**config.mk**
```make
export PLATFORM = sky130hd
export DESIGN_NAME = ecpu_fetch
export DESIGN_NICKNAME = d
export VERILOG_FILES = /design/src/rtl/ecpu_pkg.sv /design/src/rtl/ecpu_fetch.sv
export SDC_FILE = /design/constraint.sdc
export NUM_CORES = 1
export LEC_CHECK = 0
export CORE_ASPECT_RATIO = 1.75
export CORE_UTILIZATION = 43
export DETAILED_ROUTE_END_ITERATION = 7
export PLACE_DENSITY = 0.83
export SYNTH_ARGS = -nofsm -noshare
export SYNTH_HDL_FRONTEND = slang
export SYNTH_SLANG_ARGS = --single-unit
```
**constraint.sdc**
```tcl
create_clock -name clk -period 4 [get_ports clk]
set_input_delay 1 -clock clk [delete_from_list [all_inputs] [get_ports clk]]
set_output_delay 1 -clock clk [all_outputs]
set_load 0.02 [all_outputs]
```
**src/rtl/ecpu_pkg.sv**
```systemverilog
// Shared definitions for the ecpu fetch stage: instruction width, field layout,
// opcode encoding and fetch state type.
package ecpu_pkg;

  localparam int unsigned IW = 42;
  localparam int unsigned AW = 8;

  localparam int unsigned IMM_SEL_BIT = 41;
  localparam int unsigned OPC_HI      = 40;
  localparam int unsigned OPC_LO      = 36;
  localparam int unsigned ADDR_HI     = 35;
  localparam int unsigned ADDR_LO     = 28;
  localparam int unsigned REG_HI      = 27;
  localparam int unsigned REG_LO      = 25;
  localparam int unsigned RSVD_BIT    = 24;
  localparam int unsigned IMM_HI      = 23;
  localparam int unsigned IMM_LO      = 0;

  typedef enum logic [4:0] {
    OP_NOP   = 5'd0,
    OP_LOAD  = 5'd1,
    OP_STORE = 5'd2,
    OP_ADD   = 5'd3,
    OP_JMP   = 5'd4,
    OP_JZ    = 5'd5,
    OP_SUB   = 5'd6,
    OP_OUT   = 5'd7,
    OP_HALT  = 5'd31
  } opcode_e;

  typedef logic [0:0] fetch_state_t;
  localparam fetch_state_t ST_RUN    = 1'b0;
  localparam fetch_state_t ST_HALTED = 1'b1;

endpackage

```
**src/rtl/ecpu_fetch.sv**
```systemverilog
// Instruction fetch stage: pc, registered instruction word with valid/ready
// handshake, redirect on jump, terminal halt, inline field slicer.
module ecpu_fetch #(
  parameter logic [7:0]  RESET_PC = 8'h00,
  parameter int unsigned IW       = ecpu_pkg::IW
) (
  input  logic          clk,
  input  logic          rst_n,
  output logic [7:0]    rom_addr,
  input  logic [IW-1:0] rom_data,
  input  logic          jmp_en,
  input  logic [7:0]    jmp_target,
  input  logic          halt_req,
  output logic          ir_valid,
  input  logic          ir_ready,
  output logic [IW-1:0] ir,
  output logic [7:0]    ir_pc,
  output logic          ir_imm_sel,
  output logic [4:0]    ir_opcode,
  output logic [7:0]    ir_addr,
  output logic [2:0]    ir_reg,
  output logic [23:0]   ir_imm,
  output logic          halted
);

  import ecpu_pkg::fetch_state_t;
  import ecpu_pkg::ST_RUN;
  import ecpu_pkg::ST_HALTED;

  fetch_state_t  state_q, state_d;
  logic [7:0]    pc_q, pc_d;
  logic [IW-1:0] ir_d;
  logic [7:0]    ir_pc_d;
  logic          ir_valid_d;

  // State and pipeline registers
  always_ff @(posedge clk or negedge rst_n) begin
    if (!rst_n) begin
      state_q  <= ST_RUN;
      pc_q     <= RESET_PC;
      ir       <= '0;
      ir_pc    <= 8'h00;
      ir_valid <= 1'b0;
    end else begin
      state_q  <= state_d;
      pc_q     <= pc_d;
      ir       <= ir_d;
      ir_pc    <= ir_pc_d;
      ir_valid <= ir_valid_d;
    end
  end

  // Next-state: halt beats jump, jump beats stall, otherwise fetch when the slot frees
  always_comb begin
    state_d    = state_q;
    pc_d       = pc_q;
    ir_d       = ir;
    ir_pc_d    = ir_pc;
    ir_valid_d = ir_valid;
    case (state_q)
      ST_RUN: begin
        if (halt_req) begin
          state_d    = ST_HALTED;
          ir_valid_d = 1'b0;
        end else if (jmp_en) begin
          pc_d       = jmp_target;
          ir_valid_d = 1'b0;
        end else if (!ir_valid || ir_ready) begin
          ir_d       = rom_data;
          ir_pc_d    = pc_q;
          ir_valid_d = 1'b1;
          pc_d       = pc_q + 8'd1;
        end
      end
      ST_HALTED: begin
        ir_valid_d = 1'b0;
      end
      default: begin
        state_d = ST_RUN;
      end
    endcase
  end

  assign rom_addr = pc_q;
  assign halted   = (state_q == ST_HALTED);

  assign ir_imm_sel = ir[ecpu_pkg::IMM_SEL_BIT];
  assign ir_opcode  = ir[ecpu_pkg::OPC_HI:ecpu_pkg::OPC_LO];
  assign ir_addr    = ir[ecpu_pkg::ADDR_HI:ecpu_pkg::ADDR_LO];
  assign ir_reg     = ir[ecpu_pkg::REG_HI:ecpu_pkg::REG_LO];
  assign ir_imm     = ir[ecpu_pkg::IMM_HI:ecpu_pkg::IMM_LO];

endmodule

```
# Word-level counts from Yosys, hierarchy flattened
# Cells that the tools add are included.
# classes
add_sub_neg	1
n_eq_ne	1
mux	8
bitwise_logic	3
reduce_logical	5
# op_table
cell	n
two-way mux 8 bit	2
adder 8 x 1 -> 8 bit (second input constant)	1
two-way mux 1 bit	5
!= test 4 bit (second input constant)	1
AND reduction 4 bit	1
NOT 1 bit	3
AND reduction 3 bit	1
case mux 1 bit (2 select lines)	1
nonzero test 2 bit	1
zero test 1 bit	1
logical OR 1 bit	1
# word_totals
reg_bits	60
in_bits	55
out_inout_bits	101

# Depth between registers and ports, before layout
# Gate-level depths: netlist (run 1).
# logic_depth
depth_word	6
ltp_mapped	6
ltp_nobuf	5

# Least setup slack after synthesis (run 1)
# Ideal clock, no wire load.
# synth_timing
kind	input to register
startpoint	input port halt_req
endpoint	register ir[0]
setup_time_ns	0.125
arrival_ns	1.890
slack_ns	1.985
stages	6
path_cell_list	nor2_4 -> inv_4 -> nor2_8 -> nand2_8 -> buf_12 -> mux2_4
# synth_between
elab_chain_cells	2
# synth_lines
item	line_no	text
from (decl)	ecpu_fetch.sv:13	input logic halt_req,
NOT 1 bit (no line)	--	
AND reduction 4 bit (no line)	--	
to (signal assigned)	ecpu_fetch.sv:47	ir <= ir_d;
to (decl)	ecpu_fetch.sv:16	output logic [IW-1:0] ir,
# No other way between the ends.
# A chain may end at the register's enable or synchronous reset.

# Final worst setup path (run 1)
# layout_timing
startpoint	input port jmp_en
endpoint	register ir_pc[2]
# layout_between
elab_chain_cells	2
# layout_lines
item	line_no	text
from (decl)	ecpu_fetch.sv:11	input logic jmp_en,
NOT 1 bit (no line)	--	
AND reduction 4 bit (no line)	--	
to (signal assigned)	ecpu_fetch.sv:48	ir_pc <= ir_pc_d;
to (decl)	ecpu_fetch.sv:17	output logic [7:0] ir_pc,
# No other way between the ends.

==> metrics.yaml, run 1 <==
post-route-cell-area_um2: 4552
max-clock-path-buffers: 2
post-dp-hpwl_um: 4949
largest_register_ffs: 42
path_cells: "clkdlybuf4s50_1, nor2_8, nand2_8, mux2_4"
final_layout_size_suffix_gt1_share_pct: 21.92
clkSinkCount: 60
layout.filler_cells: 519
dominantRegCellSynth: "sky130_fd_sc_hd__dfrtp_1"
ys_seq_area_share_pct: 49.94
io_pins: 156
cts_root_cell: "sky130_fd_sc_hd__clkbuf_16"
post-synth-top-area-fraction_pct: 49.94
stdcell_count: 417
outcome: "finished clean"
route.top_layer_used: "met4"
drt_drc_violations_left: 0
ys_seq_elements: 60
global_route.overflow_total: 0
vias: 2016
wl_met3_um: 324
port_buffers: 155
critical_path_class: "in2reg"
placed_cells: 401
synth.avg_cell_area_um2: 14.39
netlist_instances: 209
tns_ns: 0
syn-num-nets: 265
clk_transition_reported_paths_ns: 0.05
syn2layout_area_growth_pct: 51.39
final.period_utilization_pct: 63.16
synth.largest_area_cell: "sky130_fd_sc_hd__dfrtp_1"
die_h_um: 112.6
power.density_cell_area_nw_per_um2: 415.2
gp_congestion: 0.7725
core-area_um2: 6807
synth-edff-count: 0
detailedRoute.firstPassIterationCount: 4
starting_density_pct: 44.17
grt_start_max_net_pins: 51
ys_async_sr_fraction_pct: 100.0
cts_tree: "yes"
ff_latch_area_um2: 1501
most-common-layout-cells: "sky130_fd_sc_hd__clkdlybuf4s50_1 (154), sky130_fd_sc_hd__dfrtp_1 (60), sky130_fd_sc_hd__mux2_4 (50), sky130_fd_sc_hd__nand2_1 (10), sky130_fd_sc_hd__a21oi_1 (10)"
die_area_um2: 7344
via_count_of_the_first_global_routing_pass: 1995
met1Wirelength_um: 2538
cpMaxStageDelayCell: "sky130_fd_sc_hd__clkdlybuf4s50_1"
clock_latency_ns: 0.32
first_iter_violations: 90
gr-usage-all-layers_pct: 19.18
cts-buffers-inserted: 9
detailroute.wirelength.met2_um: 3719
timing.critical_path.required_ns: 4.20
routed_wire_length_um: 6726
antenna_cells: 0
detailed_place.area_um2: 4248
cap_viol_max_count: 0
cts.repair_timing.setup_buffer_count: 0
finalCoreUtilization_pct: 66.88
multi_input_comb_area_um2: 1077
critPathMaxStageDelay_ns: 0.82
power.ir.vdd_worst_uv: 260.7
post-layout-total-power_w: 0.001890
finalSetupViolCount: 0
grt_first_pass_wirelength_um: 10450
grt_setup_unrepaired: "false"
final_hold_viol_count: 0
worst_ep_arrival_time_ns: 2.73
die_width_um: 65.21
crit_path_launch_type: "input pin"
min_period_ns: 2.526
syn_area_um2: 3007
synth_top_cells_by_area: "sky130_fd_sc_hd__dfrtp_1 (50%), sky130_fd_sc_hd__mux2_4 (25%), sky130_fd_sc_hd__buf_4 (10%)"
setup.worst_path.end_class: "flip-flop"
critical_path_peak_fanout: 50
cell_rows: 40
fin_skew_ns: 0.003372
timing.hold.worst.class: "reg2reg"
worst_slew_pin_slew_ns: 0.9927
drv_slew: 0
wire_per_inst_um: 16.13
post_cts_hold_buffer_count: 0
ys_warn_count: 0
fmax_mhz: 395.8
power_leakage_nw: 2.124
grt_antenna_before_repair: 0
cts.htree.levels: 3
synth_cell_types: 28
maxSlewHeadroom_pct: 33.82
num-nets-final: 384
most_frequent_standard_cell_in_the_layout_excluding_fill_and_tap_cells: "sky130_fd_sc_hd__clkdlybuf4s50_1"
cts_repair_resize_count: 0
drt-vias-per-instance: 4.835
drtAntennaViolNets: 0
## metal layers
metal | global-route usage (%) | vias to the layer above
li1 | - | 928
met1 | 21.62 | 989
met2 | 33.06 | 88
met3 | 2.947 | 11
met4 | 11.45 | 0
met5 | 0 | -
## worst max-delay path: cells and delay by family
| kind | cells | cell delay, ns |
|---|---|---|
| buffers and inverters | 1 | 0.82 |
| AND/OR/NAND/NOR | 2 | 0.52 |
| multiplexers | 1 | 0.35 |
## cells in the mapped netlist, drive strengths merged (2+ instances only)
| library cell | n |
|---|---|
| a21oi | 10 |
| and4 | 2 |
| buf | 48 |
| dfrtp | 60 |
| inv | 2 |
| mux2 | 50 |
| mux2i | 3 |
| nand2 | 11 |
| nand3 | 2 |
| nor2 | 5 |
| o22ai | 5 |
## worst paths after layout
kind                       startpoint  endpoint  slack, ns  cells past startpoint
max in group asynchronous       rst_n    ir[23]       2.36                      2
hold / removal               ir_pc[4]  ir_pc[4]       0.51                      1
min in group asynchronous       rst_n    ir[36]       0.85                      1
setup reg to reg               halted  ir_pc[2]       2.29                      5
setup / recovery               jmp_en  ir_pc[2]       1.47                      4
hold reg to reg              ir_pc[4]  ir_pc[4]       0.51                      1
## cell families (layout without fill, tap and decap cells)
| family | Yosys count | after routing | share of synthesized area, % |
|---|---|---|---|
| fa+ha+maj | 1 | 1 | 0.4161 |
| compound gates | 22 | 22 | 4.412 |
| mux | 53 | 53 | 25.97 |
| simple gates | 23 | 23 | 5.036 |
| flops | 60 | 60 | 49.94 |
| buf+inv | 50 | 174 | 14.23 |
## layout make-up
cell class | instances | share of cell area, %
clock buffers | 12 | 5.635
clock inverters | 4 | 1.045
inverters | 2 | 0.2199
multi-input cells | 99 | 23.67
flip-flops and latches | 60 | 32.99
well taps | 84 | 2.309
repair buffers | 156 | 34.14
## where the power goes
| group | leakage, nW | total (W) | internal (W) | switching (W) |
|---|---|---|---|---|
| logic | 1.19 | 0.000425 | 0.000244 | 0.000180 |
| clock network | 0.149 | 0.000764 | 0.000513 | 0.000251 |
| registers | 0.784 | 0.000701 | 0.000656 | 0.0000457 |
| total | 2.12 | 0.00189 | 0.00141 | 0.000477 |
## metrics by stage
| stage | hold slack, ns | setup slack, ns |
|---|---|---|
| floorplan | 0.6355 | 1.985 |
| detailed placement | 0.4982 | 1.144 |
| global placement | 0.4985 | 1.213 |
| finish | 0.5065 | 1.474 |
| CTS | 0.5074 | 1.475 |
| global route | 0.5128 | 1.410 |
No activity file was read; power rests on OpenSTA's default activity.
==> run 2: changes to the inputs <==
--- a/config.mk
+++ b/config.mk
@@ -6,9 +6,9 @@
 export NUM_CORES = 1
 export LEC_CHECK = 0
 export CORE_ASPECT_RATIO = 1.75
-export CORE_UTILIZATION = 43
+export CORE_UTILIZATION = 40
 export DETAILED_ROUTE_END_ITERATION = 7
-export PLACE_DENSITY = 0.83
+export PLACE_DENSITY = 0.78
 export SYNTH_ARGS = -nofsm -noshare
 export SYNTH_HDL_FRONTEND = slang
 export SYNTH_SLANG_ARGS = --single-unit
==> constraint.sdc (replaced) <==
create_clock -name clk -period 2.5 [get_ports clk]
set_input_delay 0.625 -clock clk [delete_from_list [all_inputs] [get_ports clk]]
set_output_delay 0.625 -clock clk [all_outputs]
set_load 0.02 [all_outputs]
==> run 2 against run 1 <==
First-iteration DRC count rose by 29%. Register-to-register slack got worse by 1.3 ns. Critical path depth fell by 3. Clock power rose by 40%. Count of clock-buffer cells in the layout fell by 1. Core utilization fell by 3.6 points. Die area rose by 7.3%. Combinational power rose by 61%. Final cell count rose by 1.4%. Non-clock buffer count rose by 6. Worst hold slack got worse by 0.30 ns. Cell area rose by 0.58%. Largest cell class unchanged.
==> metrics.yaml, run 2 (synthesis gave the netlist of run 1 again) <==
outcome: "finished clean"  # unchanged
drtAntennaViolNets: 0  # unchanged
routed_wire_length_um: 7012  # was 6726 um
antenna_cells: 0  # unchanged
grt_first_pass_wirelength_um: 10610  # was 10450 um
via_count_of_the_first_global_routing_pass: 2064  # was 1995
syn2layout_area_growth_pct: 52.27  # was 51.39%
cts.repair_timing.setup_buffer_count: 0  # unchanged
tns_ns: 0  # unchanged
detailedRoute.firstPassIterationCount: 4  # unchanged
layout.filler_cells: 540  # was 519
finalCoreUtilization_pct: 63.29  # was 66.88%
die_h_um: 116.7  # was 112.6 um
setup.worst_path.end_class: "output pin"  # was flip-flop
cts_repair_resize_count: 0  # unchanged
vias: 2043  # was 2016
cell_rows: 41  # was 40
cap_viol_max_count: 0  # unchanged
critical_path_peak_fanout: 9  # was 50
cts.htree.levels: 3  # unchanged
die_width_um: 67.54  # was 65.21 um
end_of_the_worst_register_to_register_path: "ir[37]"  # was ir_pc[2]
timing.hold.worst.class: "in2async"  # was reg2reg
clkSinkCount: 60  # unchanged
num-nets-final: 390  # was 384
worst-r2r-setup-slack_ns: 0.99  # was 2.29 ns
power.density_cell_area_nw_per_um2: 628.1  # was 415.2 nW/um^2
io_pins: 156  # unchanged
grt_setup_unrepaired: "false"  # unchanged
min_period_ns: 2.121
grt_start_max_net_pins: 29  # was 51
hold-worst-slack_ns: 0.2036  # was 0.5065 ns
cts_root_cell: "sky130_fd_sc_hd__clkbuf_16"  # unchanged
final_hold_viol_count: 0  # unchanged
gp_congestion: 0.7845  # was 0.7725
final_layout_size_suffix_gt1_share_pct: 22.85  # was 21.92%
reg2reg_from: "ir_valid"  # was halted
fmax_mhz: 471.4
fin_skew_ns: 0.004198  # was 0.003372 ns
critPathMaxStageDelay_ns: 0.67  # was 0.82 ns
drt-vias-per-instance: 4.830  # was 4.835
post-dp-hpwl_um: 5295  # was 4949 um
timing.critical_path.required_ns: 1.88  # was 4.20 ns
power.ir.vdd_worst_uv: 412.4  # was 260.7 uV
cts_tree: "yes"  # unchanged
maxSlewHeadroom_pct: 76.35  # was 33.82%
largest_register_ffs: 42  # unchanged
wire_per_inst_um: 16.58  # was 16.13 um
port_buffers: 155  # unchanged
crit_path_launch_type: "flip-flop"  # was input pin
cts-buffers-inserted: 9  # unchanged
max-clock-path-buffers: 2  # unchanged
starting_density_pct: 41.57  # was 44.17%
most_frequent_standard_cell_in_the_layout_excluding_fill_and_tap_cells: "sky130_fd_sc_hd__clkdlybuf4s50_1"  # unchanged
grt_antenna_before_repair: 0  # unchanged
critical_path_class: "reg2out"  # was in2reg
core-area_um2: 7233  # was 6807 um^2
cpMaxStageDelayCell: "sky130_fd_sc_hd__clkdlybuf4s50_1"  # unchanged
critPathTopFamily: "buffers and inverters"  # unchanged
post_cts_hold_buffer_count: 0  # unchanged
first_iter_violations: 116  # was 90
worst_ep_arrival_time_ns: 1.50  # was 2.73 ns
gr-usage-all-layers_pct: 18.64  # was 19.18%
rr_worst_depth: 4  # was 5
drt_drc_violations_left: 0  # unchanged
die_area_um2: 7881  # was 7344 um^2
finalSetupViolCount: 0  # unchanged
worst_slew_pin_slew_ns: 0.3547  # was 0.9927 ns
global_route.overflow_total: 0  # unchanged
most-common-layout-cells: "sky130_fd_sc_hd__clkdlybuf4s50_1 (154), sky130_fd_sc_hd__dfrtp_1 (60), sky130_fd_sc_hd__mux2_4 (50), sky130_fd_sc_hd__nand2_1 (10), sky130_fd_sc_hd__a21oi_1 (10)"  # unchanged
path_cells: "clkdlybuf4s50_1"  # was clkdlybuf4s50_1, nor2_8, nand2_8, mux2_4
clk_transition_reported_paths_ns: 0.05  # about the same
power_leakage_nw: 2.147  # was 2.124 nW
drv_slew: 0  # unchanged
timing.critical_path.buf_inv: 1  # unchanged
final.period_utilization_pct: 84.85
clock_latency_ns: 0.32  # about the same
[run 2: cell types whose count changed in the layout (fill, tap and decap cells not counted)]
cell and change:
sky130_fd_sc_hd__buf_4 +4, sky130_fd_sc_hd__bufinv_16 -1, sky130_fd_sc_hd__buf_12 +2, sky130_fd_sc_hd__clkinv_2 +1
sky130_fd_sc_hd__clkbuf_8 -1, sky130_fd_sc_hd__clkinvlp_4 -1
[run 2: per-stage QoR]
step / worst slack (ns) / std cells / total power, W / area, um^2
final: 0.3788 / 423 / 0.002876 / 4578
after detailed placement: 0.2939 / 409 / 0.001826 / 4320
after CTS: 0.3603 / 423 / 0.002919 / 4578
after floorplan: 0.8600 / 209 / 0.001499 / 3007
after global routing: 0.3285 / 423 / 0.003006 / 4578
after global placement: 0.3166 / 409 / 0.001813 / 4320
[run 2: how the worst max path moves through the flow]
| stage | cells after the start | slack [ns] | to | from |
|---|---|---|---|---|
| finish | 1 | 0.38 | rom_addr[3] | rom_addr[3] |
| global route | 1 | 0.33 | rom_addr[3] | rom_addr[3] |
| CTS | 1 | 0.36 | rom_addr[3] | rom_addr[3] |
| detailed placement | 5 | 0.29 | ir[37] | jmp_en |
| global placement | 5 | 0.32 | ir[20] | jmp_en |
| floorplan | 6 | 0.86 | ir[0] | halt_req |
[run 2: cell type report]
type | count | area (um^2) | area share, %
Inverter | 2 | 10.01 | 0.2186
Timing Repair Buffer | 162 | 1624 | 35.47
Multi-Input combinational cell | 99 | 1077 | 23.53
Clock inverter | 3 | 15.01 | 0.3280
Tap cell | 86 | 107.6 | 2.350
Clock buffer | 11 | 242.7 | 5.302
Sequential cell | 60 | 1501 | 32.80
[run 2: layer usage]
metal  vias to the layer above  part of all wire (%)  GRT usage [%]
met4                         0                   2.1          9.078
met2                        81                    57          32.74
met1                      1020                    36          20.48
li1                        932                     -              -
met3                        10                   4.7          4.102
met5                         -                     0              0
[run 2: power by group]
group	internal, W	switching [W]
clock	0.000678	0.000390
combinational	0.000393	0.000290
sequential	0.00105	0.0000749
total	0.00212	0.000755
